`src/rtl/de10lite_sopc_pio_key_in_if.sv`:
```
// Avalon-MM slave bus bundle for the key/switch input PIO: register access plus level irq.
interface de10lite_sopc_pio_key_in_if;
  logic [1:0]  address;
  logic        chipselect;
  logic        write_n;
  logic [31:0] writedata;
  logic [31:0] readdata;
  logic        irq;

  modport master (
    output address, chipselect, write_n, writedata,
    input  readdata, irq
  );

  modport slave (
    input  address, chipselect, write_n, writedata,
    output readdata, irq
  );
endinterface

```
`src/rtl/de10lite_sopc_pio_key_in.sv`:
```
// Avalon-MM input PIO: synchronised inputs, per-bit edge capture (W1C), maskable level irq.
// Optional per-bit debounce filter enabled by defining PIO_KEY_DEBOUNCE_EN.
module de10lite_sopc_pio_key_in #(
  parameter int               WIDTH        = 4,
  parameter int               EDGE_TYPE    = 1,
  parameter logic [WIDTH-1:0] RESET_MASK   = '0,
  parameter int               DEBOUNCE_CYC = 50000
) (
  input  logic                   clk,
  input  logic                   reset_n,
  de10lite_sopc_pio_key_in_if.slave bus,
  input  logic [WIDTH-1:0]       in_port
);

  logic [WIDTH-1:0] r_sync1;
  logic [WIDTH-1:0] r_sync2;
  logic [WIDTH-1:0] w_filt;
  logic [WIDTH-1:0] r_prev;
  logic [WIDTH-1:0] r_edge_cap;
  logic [WIDTH-1:0] r_mask;
  logic [31:0]      r_readdata;
  logic             r_irq;

  logic [WIDTH-1:0] w_rise;
  logic [WIDTH-1:0] w_fall;
  logic [WIDTH-1:0] w_edge;
  logic [WIDTH-1:0] w_wdata;
  logic             w_wr;
  logic             w_wr_mask;
  logic             w_wr_ec;

  always_ff @(posedge clk or negedge reset_n) begin
    if (!reset_n) begin
      r_sync1 <= '0;
      r_sync2 <= '0;
    end else begin
      r_sync1 <= in_port;
      r_sync2 <= r_sync1;
    end
  end

`ifdef PIO_KEY_DEBOUNCE_EN
  localparam int             CW = $clog2(DEBOUNCE_CYC + 1);
  localparam logic [CW-1:0]  TC = CW'(DEBOUNCE_CYC - 1);

  logic [CW-1:0]    r_db_cnt [WIDTH];
  logic [WIDTH-1:0] r_filt;

  // A bit is accepted only after sync2 has disagreed with filt for DEBOUNCE_CYC cycles in a row.
  always_ff @(posedge clk or negedge reset_n) begin
    if (!reset_n) begin
      r_filt <= '0;
      for (int i = 0; i < WIDTH; i++) r_db_cnt[i] <= '0;
    end else begin
      for (int i = 0; i < WIDTH; i++) begin
        if (r_sync2[i] == r_filt[i]) begin
          r_db_cnt[i] <= '0;
        end else if (r_db_cnt[i] == TC) begin
          r_filt[i]   <= r_sync2[i];
          r_db_cnt[i] <= '0;
        end else begin
          r_db_cnt[i] <= r_db_cnt[i] + CW'(1);
        end
      end
    end
  end

  assign w_filt = r_filt;
`else
  assign w_filt = r_sync2;
`endif

  always_ff @(posedge clk or negedge reset_n) begin
    if (!reset_n) r_prev <= '0;
    else          r_prev <= w_filt;
  end

  always_comb begin
    w_rise = w_filt & ~r_prev;
    w_fall = ~w_filt & r_prev;
    case (EDGE_TYPE)
      0:       w_edge = w_rise;
      1:       w_edge = w_fall;
      default: w_edge = w_rise | w_fall;
    endcase
  end

  assign w_wdata   = bus.writedata[WIDTH-1:0];
  assign w_wr      = bus.chipselect & ~bus.write_n;
  assign w_wr_mask = w_wr && (bus.address == 2'd2);
  assign w_wr_ec   = w_wr && (bus.address == 2'd3);

  generate
    if (WIDTH < 32) begin : g_wdata_hi
      logic w_unused_wdata;
      assign w_unused_wdata = ^bus.writedata[31:WIDTH];
    end
  endgenerate

  always_ff @(posedge clk or negedge reset_n) begin
    if (!reset_n) r_mask <= RESET_MASK;
    else if (w_wr_mask) r_mask <= w_wdata;
  end

  // New edges are OR-ed in after the clear, so a same-cycle set beats the W1C.
  always_ff @(posedge clk or negedge reset_n) begin
    if (!reset_n) begin
      r_edge_cap <= '0;
    end else if (w_wr_ec) begin
      r_edge_cap <= (r_edge_cap & ~w_wdata) | w_edge;
    end else begin
      r_edge_cap <= r_edge_cap | w_edge;
    end
  end

  always_ff @(posedge clk or negedge reset_n) begin
    if (!reset_n) r_irq <= 1'b0;
    else          r_irq <= |(r_edge_cap & r_mask);
  end

  always_ff @(posedge clk or negedge reset_n) begin
    if (!reset_n) begin
      r_readdata <= '0;
    end else begin
      case (bus.address)
        2'd0:    r_readdata <= 32'(w_filt);
        2'd2:    r_readdata <= 32'(r_mask);
        2'd3:    r_readdata <= 32'(r_edge_cap);
        default: r_readdata <= '0;
      endcase
    end
  end

  assign bus.readdata = r_readdata;
  assign bus.irq      = r_irq;

endmodule

```
`src/flat_wrapper.sv`:
```
// flat-port wrapper written by rule: the top's interface ports become plain ports
module de10lite_sopc_pio_key_in_flat 
#(
  parameter int               WIDTH        = 4,
  parameter int               EDGE_TYPE    = 1,
  parameter logic [WIDTH-1:0] RESET_MASK   = '0,
  parameter int               DEBOUNCE_CYC = 50000
)
  (clk, reset_n, in_port, bus_address, bus_chipselect, bus_write_n, bus_writedata, bus_readdata, bus_irq);
  de10lite_sopc_pio_key_in_if bus_i ();
  input  logic clk;
  input  logic reset_n;
  input  logic [WIDTH-1:0] in_port;
  input wire logic [$bits(bus_i.address)-1:0] bus_address;
  input wire logic [$bits(bus_i.chipselect)-1:0] bus_chipselect;
  input wire logic [$bits(bus_i.write_n)-1:0] bus_write_n;
  input wire logic [$bits(bus_i.writedata)-1:0] bus_writedata;
  output wire logic [$bits(bus_i.readdata)-1:0] bus_readdata;
  output wire logic [$bits(bus_i.irq)-1:0] bus_irq;
  assign bus_i.address = bus_address;
  assign bus_i.chipselect = bus_chipselect;
  assign bus_i.write_n = bus_write_n;
  assign bus_i.writedata = bus_writedata;
  assign bus_readdata = bus_i.readdata;
  assign bus_irq = bus_i.irq;
  de10lite_sopc_pio_key_in #(.WIDTH(WIDTH), .EDGE_TYPE(EDGE_TYPE), .RESET_MASK(RESET_MASK), .DEBOUNCE_CYC(DEBOUNCE_CYC)) u_core (.clk(clk), .reset_n(reset_n), .bus(bus_i), .in_port(in_port));
endmodule
```
`config.mk`:
```
export PLATFORM = sky130hd
export DESIGN_NAME = de10lite_sopc_pio_key_in_flat
export DESIGN_NICKNAME = d
export VERILOG_FILES = /design/src/rtl/de10lite_sopc_pio_key_in_if.sv /design/src/rtl/de10lite_sopc_pio_key_in.sv /design/src/flat_wrapper.sv
export SDC_FILE = /design/constraint.sdc
export NUM_CORES = 1
export LEC_CHECK = 0
export CAP_MARGIN = 20
export CORE_MARGIN = 5
export CORE_UTILIZATION = 38
export CTS_CLUSTER_SIZE = 28
export DETAILED_ROUTE_END_ITERATION = 10
export PLACE_DENSITY = 0.85
export SLEW_MARGIN = 20
export SYNTH_ARGS = -nofsm -noshare
export SYNTH_HDL_FRONTEND = slang
export SYNTH_SLANG_ARGS = --single-unit
```
`constraint.sdc`:
```
create_clock -name clk -period 1.5 [get_ports clk]
set_input_delay 0.375 -clock clk [delete_from_list [all_inputs] [get_ports clk]]
set_output_delay 0.375 -clock clk [all_outputs]
set_load 0.01 [all_outputs]
```
==> results of run 1 <==
==> sequential cells by signal (all words and copies together) (netlist names) <==
register / flops
u_core.bus.readdata: 4
u_core.r_edge_cap: 4
u_core.r_mask: 4
u_core.r_prev: 4
u_core.r_sync1: 4
u_core.r_sync2: 4
u_core.bus.irq: 1
==> power breakdown <==
group / total [mW] / leakage [nW] / internal (mW) / switching, mW
logic: 0.219 / 0.337 / 0.119 / 0.100
registers: 0.766 / 0.282 / 0.733 / 0.0335
clock network: 0.289 / 0.0150 / 0.104 / 0.185
==> how the worst max path moves through the flow <==
stage	end	start	depth (start not counted)	slack [ps]
after floorplan	u_core.r_mask[0]	bus_address[0]	3	260
after global placement	u_core.r_mask[1]	bus_address[0]	3	-260
after detailed placement	u_core.r_mask[0]	bus_address[0]	3	-280
after CTS	u_core.r_mask[3]	bus_address[0]	3	60
after global routing	u_core.r_mask[1]	bus_address[0]	3	60
final	u_core.r_mask[0]	bus_address[0]	3	60
==> logic make-up after synthesis <==
kind of cell    count (synthesis)
mux                             8
other cells                     1
simple gates                    8
compound gates                 10
flops                          25
buf+inv                        37
==> through the flow <==
stage	setup TNS, ps	cell area, µm²	std cells	worst slack, ps
after floorplan	0	1230	116	258
after global placement	-2190	1250	139	-256
after detailed placement	-2510	1250	139	-279
after CTS	0	1270	143	65.0
after global routing	0	1270	143	61.4
final	0	1270	143	59.2
==> area by class of cell <==
type,instances,area [µm²],share of cell area [%]
Clock buffer,4,26.3,2.07
Timing Repair Buffer,21,196,15.5
Inverter,8,30.0,2.36
Multi-Input combinational cell,54,354,27.9
Sequential cell,25,626,49.2
Tap cell,31,38.8,3.05
==> Yosys cell counts, drive strengths merged <==
cell / number / area [µm²]
a22o: 4 / 35.0
inv: 8 / 30.0
dfrtp: 25 / 626
and4bb: 1 / 16.3
nand2: 1 / 3.75
conb: 1 / 3.75
nor2: 1 / 3.75
a22oi: 2 / 15.0
nand2b: 4 / 25.0
mux2: 8 / 105
and4b: 1 / 10.0
buf: 29 / 221
o221ai: 4 / 35.0
==> per-layer routing <==
| layer | share of wire [%] | vias to the layer above | global-route usage, % |
|---|---|---|---|
| li1 | - | 285 | - |
| met1 | 41 | 305 | 10.4 |
| met2 | 49 | 38 | 15.2 |
| met3 | 10 | 2 | 2.25 |
| met4 | 0.57 | 0 | 3.69 |
| met5 | 0 | - | 0 |
==> reports/metrics.json, run 1 <==
{
  "max-clock-path-buffers": 2,
  "global_route_wire_length_before_repair_mm": 2.88,
  "dr_total_vias": 630,
  "timing.reg2reg.worst_path_depth": 2,
  "drt-pass1-iter-count": 4,
  "yosys-mux-area-fraction_pct": 9.30,
  "max_clock_freq_ghz": 0.694,
  "synth_cell_type_count": 16,
  "layout_commonest_cell": "sky130_fd_sc_hd__conb_1",
  "critPathLaunchType": "input port",
  "fin_skew_ps": 2.93,
  "layout_min_cycle_time_ps": 1440,
  "initial_core_util_pct": 40.3,
  "first_global_vias": 699,
  "post_cts.repair.setup_buffers": 0,
  "num_antenna_cells": 0,
  "holdBufCountCts": 0,
  "timing.setup.critical_path_class": "input port to flip-flop",
  "clock_sink_count": 25,
  "core_occupancy_in_the_finished_layout_pct": 45.3,
  "critPathTopFamily": "buffers and inverters",
  "drc_marker_count_from_the_first_detailed_route_iteration": 6,
  "final_cycle_share_pct": 96.1,
  "timing.critical_path.buf_inv": 1,
  "ioPinCount": 75,
  "clock_insertion_delay_worst_skew_ps": 310,
  "main_combinational_cell_family_by_area_after_synthesis": "buffers and inverters",
  "cp-end-kind": "flip-flop",
  "setup_viol_count_final": 0,
  "crit_fanout": 6,
  "synth.cell_area_um2": 1130,
  "p_total_mw": 1.27,
  "design.final.nets": 155,
  "r2r_slack_ps": 430,
  "rsz_0062_raised_after_global_routing": "no",
  "dpl.hpwl_mm": 1.36,
  "ir_worst_vdd_uv": 418,
  "number_of_remaining_drc_errors": 0,
  "synth-simple-area-share_pct": 5.20,
  "layout_common_cells": "sky130_fd_sc_hd__conb_1 (28), sky130_fd_sc_hd__dfrtp_1 (25), sky130_fd_sc_hd__clkdlybuf4s50_1 (13)",
  "place_congestion": 0.746,
  "post_synth_inst_count": 89,
  "vias_per_cell": 4.41,
  "worstHoldStart": "u_core.r_sync1[2]",
  "synth-compound-area-share_pct": 7.53,
  "r2r-end": "u_core.bus.readdata[1]",
  "die_h_um": 64.5,
  "status": "finished, final reports clean",
  "critical_path_arrival_ps": 1650,
  "finalHoldWorstSlack_ps": 365,
  "synth_xor_xnor_area_share_pct": 0,
  "ys_warn_count": 0,
  "hold_viol_final": 0,
  "cp_slowest_stage_delay_ps": 530,
  "hold_path_depth": 0,
  "route.final.wire_length_mm": 1.76,
  "fill_cells": 270,
  "ys_seq_area_share_pct": 55.4,
  "holdPathEnd": "u_core.r_sync2[2]",
  "design.die.area_um2": 4160,
  "placeableCoreArea_um2": 2810,
  "critical_path_cell_sequence": "clkdlybuf4s50_1 -> and4bb_4 -> mux2_4",
  "drt-wirelength-per-cell_um": 12.3,
  "power_per_cell_area_nw_per_um2": 1000,
  "die_w_um": 64.5,
  "number_of_i_o_port_buffers": 18,
  "ant_nets": 0,
  "tritoncts.num_buffers": 3,
  "clock-root-buffer": "sky130_fd_sc_hd__clkbuf_4",
  "grt.total_usage_pct": 8.79,
  "timing.critical_path.slowest_stage_cell": "sky130_fd_sc_hd__clkdlybuf4s50_1",
  "maxCapViolations": 0,
  "post_cts_resize_count": 5,
  "antenna_violations_before_repair": 0,
  "globalRoute.totalOverflow": 0,
  "core.rowCount": 19,
  "cts_tree": "yes",
  "cts_max_level": 1,
  "synth_seq_cells": 25,
  "p_leak_nw": 0.634,
  "worst-endpoint-required_ps": 1710,
  "critical_path.reg2reg.startpoint": "u_core.r_edge_cap[1]",
  "report.final.slew_viol_count": 0,
  "cts.clk_slew.worst_paths_ps": 130,
  "synth_area_per_cell_um2": 12.7,
  "flow.area_growth_from_synthesis_pct": 12.5,
  "grt_max_degree": 26,
  "hp-class": "flip-flop to flip-flop",
  "synth-adder-area-share_pct": 0,
  "ratio_of_cells_with_drive_above_1_in_the_final_layout_pct": 12.5
}
No activity file was read; power rests on OpenSTA's default activity.
==> run 2: changes to the inputs <==
CELL_PAD_IN_SITES_DETAIL_PLACEMENT = 1   (was not set)
CELL_PAD_IN_SITES_GLOBAL_PLACEMENT = 2   (was not set)
CORE_UTILIZATION = 22   (was 38)
PLACE_DENSITY = not set   (was 0.85)
PLACE_DENSITY_LB_ADDON = 0.1   (was not set)
==> reports/metrics.json, run 2 (synthesized netlist as in run 1, its figures left out) <==
{
  "status": {"value": "finished, final reports clean", "change": "unchanged"},
  "layout_common_cells": {"value": "sky130_fd_sc_hd__conb_1 (28), sky130_fd_sc_hd__dfrtp_1 (25), sky130_fd_sc_hd__clkdlybuf4s50_1 (12)", "change": "was sky130_fd_sc_hd__conb_1 (28), sky130_fd_sc_hd__dfrtp_1 (25), sky130_fd_sc_hd__clkdlybuf4s50_1 (13)"},
  "clock_insertion_delay_worst_skew": {"value": 260, "unit": "ps", "change": "was 310 ps"},
  "critPathLaunchType": {"value": "input port", "change": "unchanged"},
  "hold_viol_final": {"value": 0, "change": "unchanged"},
  "grt_max_degree": {"value": 26, "change": "unchanged"},
  "crit_fanout": {"value": 4, "change": "was 6"},
  "drt-pass1-iter-count": {"value": 4, "change": "unchanged"},
  "first_global_vias": {"value": 679, "change": "was 699"},
  "timing.critical_path.buf_inv": {"value": 2, "change": "was 1"},
  "dr_total_vias": {"value": 619, "change": "was 630"},
  "initial_core_util": {"value": 22.4, "unit": "%", "change": "was 40.3%"},
  "worst-endpoint-required": {"value": 1630, "unit": "ps", "change": "was 1710 ps"},
  "p_leak": {"value": 0.671, "unit": "nW", "change": "was 0.634 nW"},
  "globalRoute.totalOverflow": {"value": 0, "change": "unchanged"},
  "cp-end-kind": {"value": "flip-flop", "change": "unchanged"},
  "design.final.nets": {"value": 159, "change": "was 155"},
  "switchingPower": {"value": 343, "unit": "µW", "change": "was 319 µW"},
  "power_per_cell_area": {"value": 1010, "unit": "nW/µm²", "change": "was 1000 nW/µm²"},
  "timing.critical_path.slowest_stage_cell": {"value": "sky130_fd_sc_hd__clkdlybuf4s50_1", "change": "unchanged"},
  "pwr-share-seq": {"value": 55.1, "unit": "%", "change": "was 60.1%"},
  "flow.area_growth_from_synthesis": {"value": 21.4, "unit": "%", "change": "was 12.5%"},
  "critical_path_cell_sequence": {"value": "clkdlybuf4s50_1 -> buf_4 -> and4b_1 -> o221ai_1", "change": "was clkdlybuf4s50_1 -> and4bb_4 -> mux2_4"},
  "internal_power": {"value": 1.05, "unit": "mW", "change": "was 956 µW"},
  "cts_tree": {"value": "yes", "change": "unchanged"},
  "grt.total_usage": {"value": 7.14, "unit": "%", "change": "was 8.79%"},
  "ir_worst_vdd": {"value": 271, "unit": "µV", "change": "was 418 µV"},
  "rsz_0062_raised_after_global_routing": {"value": "no", "change": "unchanged"},
  "max_clock_freq": {"value": 0.737, "unit": "GHz", "change": "was 0.694 GHz"},
  "cp_slowest_stage_delay": {"value": 490, "unit": "ps", "change": "was 530 ps"},
  "num_antenna_cells": {"value": 0, "change": "unchanged"},
  "dpl.hpwl": {"value": 1.76, "unit": "mm", "change": "was 1.36 mm"},
  "design.die.area": {"value": 6670, "unit": "µm²", "change": "was 4160 µm²"},
  "route.final.wire_length": {"value": 2.20, "unit": "mm", "change": "was 1.76 mm"},
  "vias_per_cell": {"value": 3.33, "change": "was 4.41"},
  "layout_commonest_cell": {"value": "sky130_fd_sc_hd__conb_1", "change": "unchanged"},
  "die_w": {"value": 81.7, "unit": "µm", "change": "was 64.5 µm"},
  "cts_max_level": {"value": 1, "change": "unchanged"},
  "tritoncts.num_buffers": {"value": 3, "change": "unchanged"},
  "number_of_i_o_port_buffers": {"value": 18, "change": "unchanged"},
  "post_layout_nonfiller_instances": {"value": 186, "change": "was 143"},
  "critical_path_arrival": {"value": 1490, "unit": "ps", "change": "was 1650 ps"},
  "antenna_violations_before_repair": {"value": 0, "change": "unchanged"},
  "ioPinCount": {"value": 75, "change": "unchanged"},
  "drt-wirelength-per-cell": {"value": 11.8, "unit": "µm", "change": "was 12.3 µm"},
  "report.final.slew_viol_count": {"value": 0, "change": "unchanged"},
  "core.rowCount": {"value": 26, "change": "was 19"},
  "setup_viol_count_final": {"value": 0, "change": "unchanged"},
  "global_route_wire_length_before_repair": {"value": 3.46, "unit": "mm", "change": "was 2.88 mm"},
  "critPathTopFamily": {"value": "buffers and inverters", "change": "unchanged"},
  "fin_skew": {"value": 1.88, "unit": "ps", "change": "was 2.93 ps"},
  "place_congestion": {"value": 0.653, "change": "was 0.746"},
  "drc_marker_count_from_the_first_detailed_route_iteration": {"value": 22, "change": "was 6"},
  "placedCellCount": {"value": 182, "change": "was 139"},
  "sw_frac_of_total": {"value": 24.7, "unit": "%", "change": "was 25.0%"},
  "layout_min_cycle_time": {"value": 1360, "unit": "ps", "change": "was 1440 ps"},
  "clock_sink_count": {"value": 25, "change": "unchanged"},
  "core_occupancy_in_the_finished_layout": {"value": 27.2, "unit": "%", "change": "was 45.3%"},
  "die_h": {"value": 81.7, "unit": "µm", "change": "was 64.5 µm"},
  "holdBufCountCts": {"value": 0, "change": "unchanged"},
  "timing.setup.critical_path_class": {"value": "input port to flip-flop", "change": "unchanged"},
  "hp-class": {"value": "flip-flop to flip-flop", "change": "unchanged"},
  "maxCapViolations": {"value": 0, "change": "unchanged"},
  "ratio_of_cells_with_drive_above_1_in_the_final_layout": {"value": 15.5, "unit": "%", "change": "was 12.5%"},
  "final_cycle_share": {"value": 90.4, "unit": "%", "change": "was 96.1%"},
  "clock-root-buffer": {"value": "sky130_fd_sc_hd__clkbuf_8", "change": "was sky130_fd_sc_hd__clkbuf_4"},
  "placeableCoreArea": {"value": 5040, "unit": "µm²", "change": "was 2810 µm²"},
  "max-clock-path-buffers": {"value": 2, "change": "unchanged"},
  "ant_nets": {"value": 0, "change": "unchanged"},
  "cts.clk_slew.worst_paths": {"value": 90, "unit": "ps", "change": "was 130 ps"},
  "clock_power_share": {"value": 28.4, "unit": "%", "change": "was 22.6%"},
  "number_of_remaining_drc_errors": {"value": 0, "change": "unchanged"},
  "share_comb_of_total_power": {"value": 16.5, "unit": "%", "change": "was 17.2%"}
}
==> run 2: what timing repair did <==
action,CTS,global route
buffers inserted,0,0
gates resized for setup,5,1
endpoints found under the setup margin,5,2
==> run 2: path summary, 6_finish.rpt <==
kind / from / endpoint / slack, ps / cells past startpoint
min in group asynchronous: reset_n / u_core.r_sync1[0] / 470 / 2
max: bus_address[1] / u_core.r_edge_cap[2] / 140 / 4
max reg2reg: u_core.r_edge_cap[1] / u_core.bus.readdata[1] / 420 / 2
min: u_core.r_sync1[2] / u_core.r_sync2[2] / 350 / 0
max in group asynchronous: reset_n / u_core.r_mask[1] / 780 / 2
min reg2reg: u_core.r_sync1[2] / u_core.r_sync2[2] / 350 / 0
==> run 2: area by class of cell <==
cell class | count | area, µm²
fill | 573 | 3670
sequential | 25 | 626
multi-input combinational | 54 | 354
timing repair buffer | 25 | 229
tap | 70 | 87.6
clock buffer | 4 | 45.0
inverter | 8 | 30.0
==> run 2: per-stage QoR <==
stage / hold slack (ps) / setup TNS, ps / area, µm² / power, mW / setup WS, ps
floorplan: 79.4 / 0 / 1230 / 0.957 / 258
global placement: 335 / -2600 / 1330 / 1.02 / -278
detailed placement: 336 / -2770 / 1330 / 1.03 / -271
CTS: 357 / 0 / 1370 / 1.42 / 12.6
global route: 360 / 0 / 1370 / 1.48 / 85.0
finish: 354 / 0 / 1370 / 1.39 / 144
==> run 2: power groups by stage <==
stage	combinational, mW	clock (mW)	sequential, mW
after floorplan	0.176	0	0.780
after global placement	0.241	0	0.778
after detailed placement	0.245	0	0.781
after CTS	0.233	0.417	0.767
after global routing	0.253	0.453	0.774
final	0.229	0.395	0.766
==> run 2: layer usage <==
metal	track usage, %	routed length [µm]
met5	0	0
met4	3.99	22
met3	1.64	175
met2	11.1	1030
met1	9.13	970
==> run 3: changes to the inputs <==
SKIP_CTS_REPAIR_TIMING = 1   (was not set)
SLEW_MARGIN = 25   (was 20)
==> reports/metrics.json, run 3 (synthesized netlist as in run 1, its figures left out) <==
{
  "status": {"value": "finished, final reports clean", "change": "unchanged"},
  "cp_slowest_stage_delay": {"value": 490, "unit": "ps", "change": "about the same"},
  "core_occupancy_in_the_finished_layout": {"value": 27.6, "unit": "%", "change": "was 27.2%"},
  "route.final.wire_length": {"value": 2.21, "unit": "mm", "change": "was 2.20 mm"},
  "flow.area_growth_from_synthesis": {"value": 23.0, "unit": "%", "change": "was 21.4%"},
  "timing.setup.critical_path_class": {"value": "input port to flip-flop", "change": "unchanged"},
  "internal_power": {"value": 1.06, "unit": "mW", "change": "was 1.05 mW"},
  "clock_sink_count": {"value": 25, "change": "unchanged"},
  "cts_max_level": {"value": 1, "change": "unchanged"},
  "timing.critical_path.slowest_stage_cell": {"value": "sky130_fd_sc_hd__clkdlybuf4s50_1", "change": "unchanged"},
  "global_route_wire_length_before_repair": {"value": 3.46, "unit": "mm", "change": "unchanged"},
  "p_leak": {"value": 0.710, "unit": "nW", "change": "was 0.671 nW"},
  "critical_path_arrival": {"value": 1490, "unit": "ps", "change": "about the same"},
  "number_of_i_o_port_buffers": {"value": 18, "change": "unchanged"},
  "crit_fanout": {"value": 4, "change": "unchanged"},
  "placeableCoreArea": {"value": 5040, "unit": "µm²", "change": "unchanged"},
  "met2WireLength": {"value": 1.03, "unit": "mm", "change": "unchanged"},
  "grt.total_usage": {"value": 7.14, "unit": "%", "change": "unchanged"},
  "num_antenna_cells": {"value": 0, "change": "unchanged"},
  "clock_power_share": {"value": 28.3, "unit": "%", "change": "was 28.4%"},
  "cts.clk_slew.worst_paths": {"value": 90, "unit": "ps", "change": "about the same"},
  "clock-root-buffer": {"value": "sky130_fd_sc_hd__clkbuf_8", "change": "unchanged"},
  "initial_core_util": {"value": 22.4, "unit": "%", "change": "unchanged"},
  "core.rowCount": {"value": 26, "change": "unchanged"},
  "setup_viol_count_final": {"value": 0, "change": "unchanged"},
  "critPathLaunchType": {"value": "input port", "change": "unchanged"},
  "dr_total_vias": {"value": 621, "change": "was 619"},
  "max-clock-path-buffers": {"value": 2, "change": "unchanged"},
  "globalRoute.totalOverflow": {"value": 0, "change": "unchanged"},
  "design.die.area": {"value": 6670, "unit": "µm²", "change": "unchanged"},
  "first_global_vias": {"value": 679, "change": "unchanged"},
  "highest_layer": {"value": "met4", "change": "unchanged"},
  "layout_common_cells": {"value": "sky130_fd_sc_hd__conb_1 (28), sky130_fd_sc_hd__dfrtp_1 (25), sky130_fd_sc_hd__clkdlybuf4s50_1 (12)", "change": "unchanged"},
  "ir_worst_vdd": {"value": 271, "unit": "µV", "change": "about the same"},
  "tritoncts.num_buffers": {"value": 3, "change": "unchanged"},
  "final_cycle_share": {"value": 90.4, "unit": "%", "change": "about the same"},
  "max_clock_freq": {"value": 0.737, "unit": "GHz", "change": "about the same"},
  "layout_commonest_cell": {"value": "sky130_fd_sc_hd__conb_1", "change": "unchanged"},
  "drt-pass1-iter-count": {"value": 4, "change": "unchanged"},
  "finalHoldWorstSlack": {"value": 354, "unit": "ps", "change": "unchanged"},
  "vias_per_cell": {"value": 3.34, "change": "was 3.33"},
  "layout_min_cycle_time": {"value": 1360, "unit": "ps", "change": "about the same"},
  "placement.cell_area": {"value": 1330, "unit": "µm²", "change": "unchanged"},
  "fin_setup_tns": {"value": 0, "unit": "ps", "change": "unchanged"},
  "dpl.hpwl": {"value": 1.76, "unit": "mm", "change": "unchanged"},
  "clock_insertion_delay_worst_skew": {"value": 260, "unit": "ps", "change": "about the same"},
  "grt_max_degree": {"value": 26, "change": "unchanged"},
  "design.final.nets": {"value": 159, "change": "unchanged"},
  "die_w": {"value": 81.7, "unit": "µm", "change": "unchanged"},
  "p_total": {"value": 1.40, "unit": "mW", "change": "was 1.39 mW"},
  "final_area": {"value": 1390, "unit": "µm²", "change": "was 1370 µm²"},
  "maxCapViolations": {"value": 0, "change": "unchanged"},
  "dr_wl_met3": {"value": 174, "unit": "µm", "change": "was 175 µm"},
  "sw_frac_of_total": {"value": 24.5, "unit": "%", "change": "was 24.7%"},
  "ratio_of_cells_with_drive_above_1_in_the_final_layout": {"value": 15.5, "unit": "%", "change": "unchanged"},
  "critical_path_cell_sequence": {"value": "clkdlybuf4s50_1 -> buf_4 -> and4b_1 -> o221ai_1", "change": "unchanged"},
  "ant_nets": {"value": 0, "change": "unchanged"},
  "fin_skew": {"value": 1.88, "unit": "ps", "change": "unchanged"},
  "ioPinCount": {"value": 75, "change": "unchanged"},
  "switchingPower": {"value": 343, "unit": "µW", "change": "about the same"},
  "routedLengthMet1": {"value": 974, "unit": "µm", "change": "was 970 µm"},
  "cts_tree": {"value": "yes", "change": "unchanged"},
  "report.final.slew_viol_count": {"value": 0, "change": "unchanged"},
  "antenna_violations_before_repair": {"value": 0, "change": "unchanged"},
  "hold_viol_final": {"value": 0, "change": "unchanged"},
  "cp-end-kind": {"value": "flip-flop", "change": "unchanged"},
  "hp-class": {"value": "flip-flop to flip-flop", "change": "unchanged"},
  "number_of_remaining_drc_errors": {"value": 0, "change": "unchanged"},
  "drc_marker_count_from_the_first_detailed_route_iteration": {"value": 22, "change": "unchanged"},
  "power_per_cell_area": {"value": 1010, "unit": "nW/µm²", "change": "about the same"},
  "place_congestion": {"value": 0.653, "change": "unchanged"},
  "worst-endpoint-required": {"value": 1630, "unit": "ps", "change": "about the same"},
  "die_h": {"value": 81.7, "unit": "µm", "change": "unchanged"},
  "rsz_0062_raised_after_global_routing": {"value": "no", "change": "unchanged"},
  "share_comb_of_total_power": {"value": 16.9, "unit": "%", "change": "was 16.5%"},
  "drt-wirelength-per-cell": {"value": 11.9, "unit": "µm", "change": "was 11.8 µm"},
  "pwr-share-seq": {"value": 54.8, "unit": "%", "change": "was 55.1%"}
}
## run 3: path summary, 6_finish.rpt
check | startpoint | slack [ps] | end | cells after the start
min | u_core.r_sync1[2] | 350 | u_core.r_sync2[2] | 0
min in group asynchronous | reset_n | 470 | u_core.r_sync1[0] | 2
max | bus_address[1] | 140 | u_core.r_edge_cap[2] | 4
max reg2reg | u_core.r_edge_cap[1] | 420 | u_core.bus.readdata[1] | 2
min reg2reg | u_core.r_sync1[2] | 350 | u_core.r_sync2[2] | 0
max in group asynchronous | reset_n | 780 | u_core.r_mask[1] | 2
## run 3: final cells by class
type                       count  area, µm²
fill                         571       3650
sequential                    25        626
multi-input combinational     54        354
timing repair buffer          25        248
tap                           70       87.6
clock buffer                   4       45.0
inverter                       8       30.0
## run 3: routing by layer
layer / track usage, % / up-vias
met1: 9.13 / 300
met3: 1.64 / 2
met5: 0 / -
met2: 11.1 / 26
li1: - / 293
met4: 3.99 / 0
## run 3: through the flow
step	instances	setup WS [ps]
floorplan	116	258
global placement	182	-278
detailed placement	182	-271
CTS	186	-26.5
global route	186	85.0
finish	186	144
## run 3: power by group through the flow
stage / registers, mW / clock network, mW / logic [mW]
after floorplan: 0.780 / 0 / 0.176
after global placement: 0.778 / 0 / 0.241
after detailed placement: 0.781 / 0 / 0.245
after CTS: 0.768 / 0.417 / 0.245
after global routing: 0.774 / 0.453 / 0.261
final: 0.766 / 0.395 / 0.237
## run 3: critical path, delay by kind of cell
family / cells / cell delay, ps
buffers and inverters: 2 / 620
and+or+nand+nor: 1 / 330
AOI/OAI and AO/OA: 1 / 170
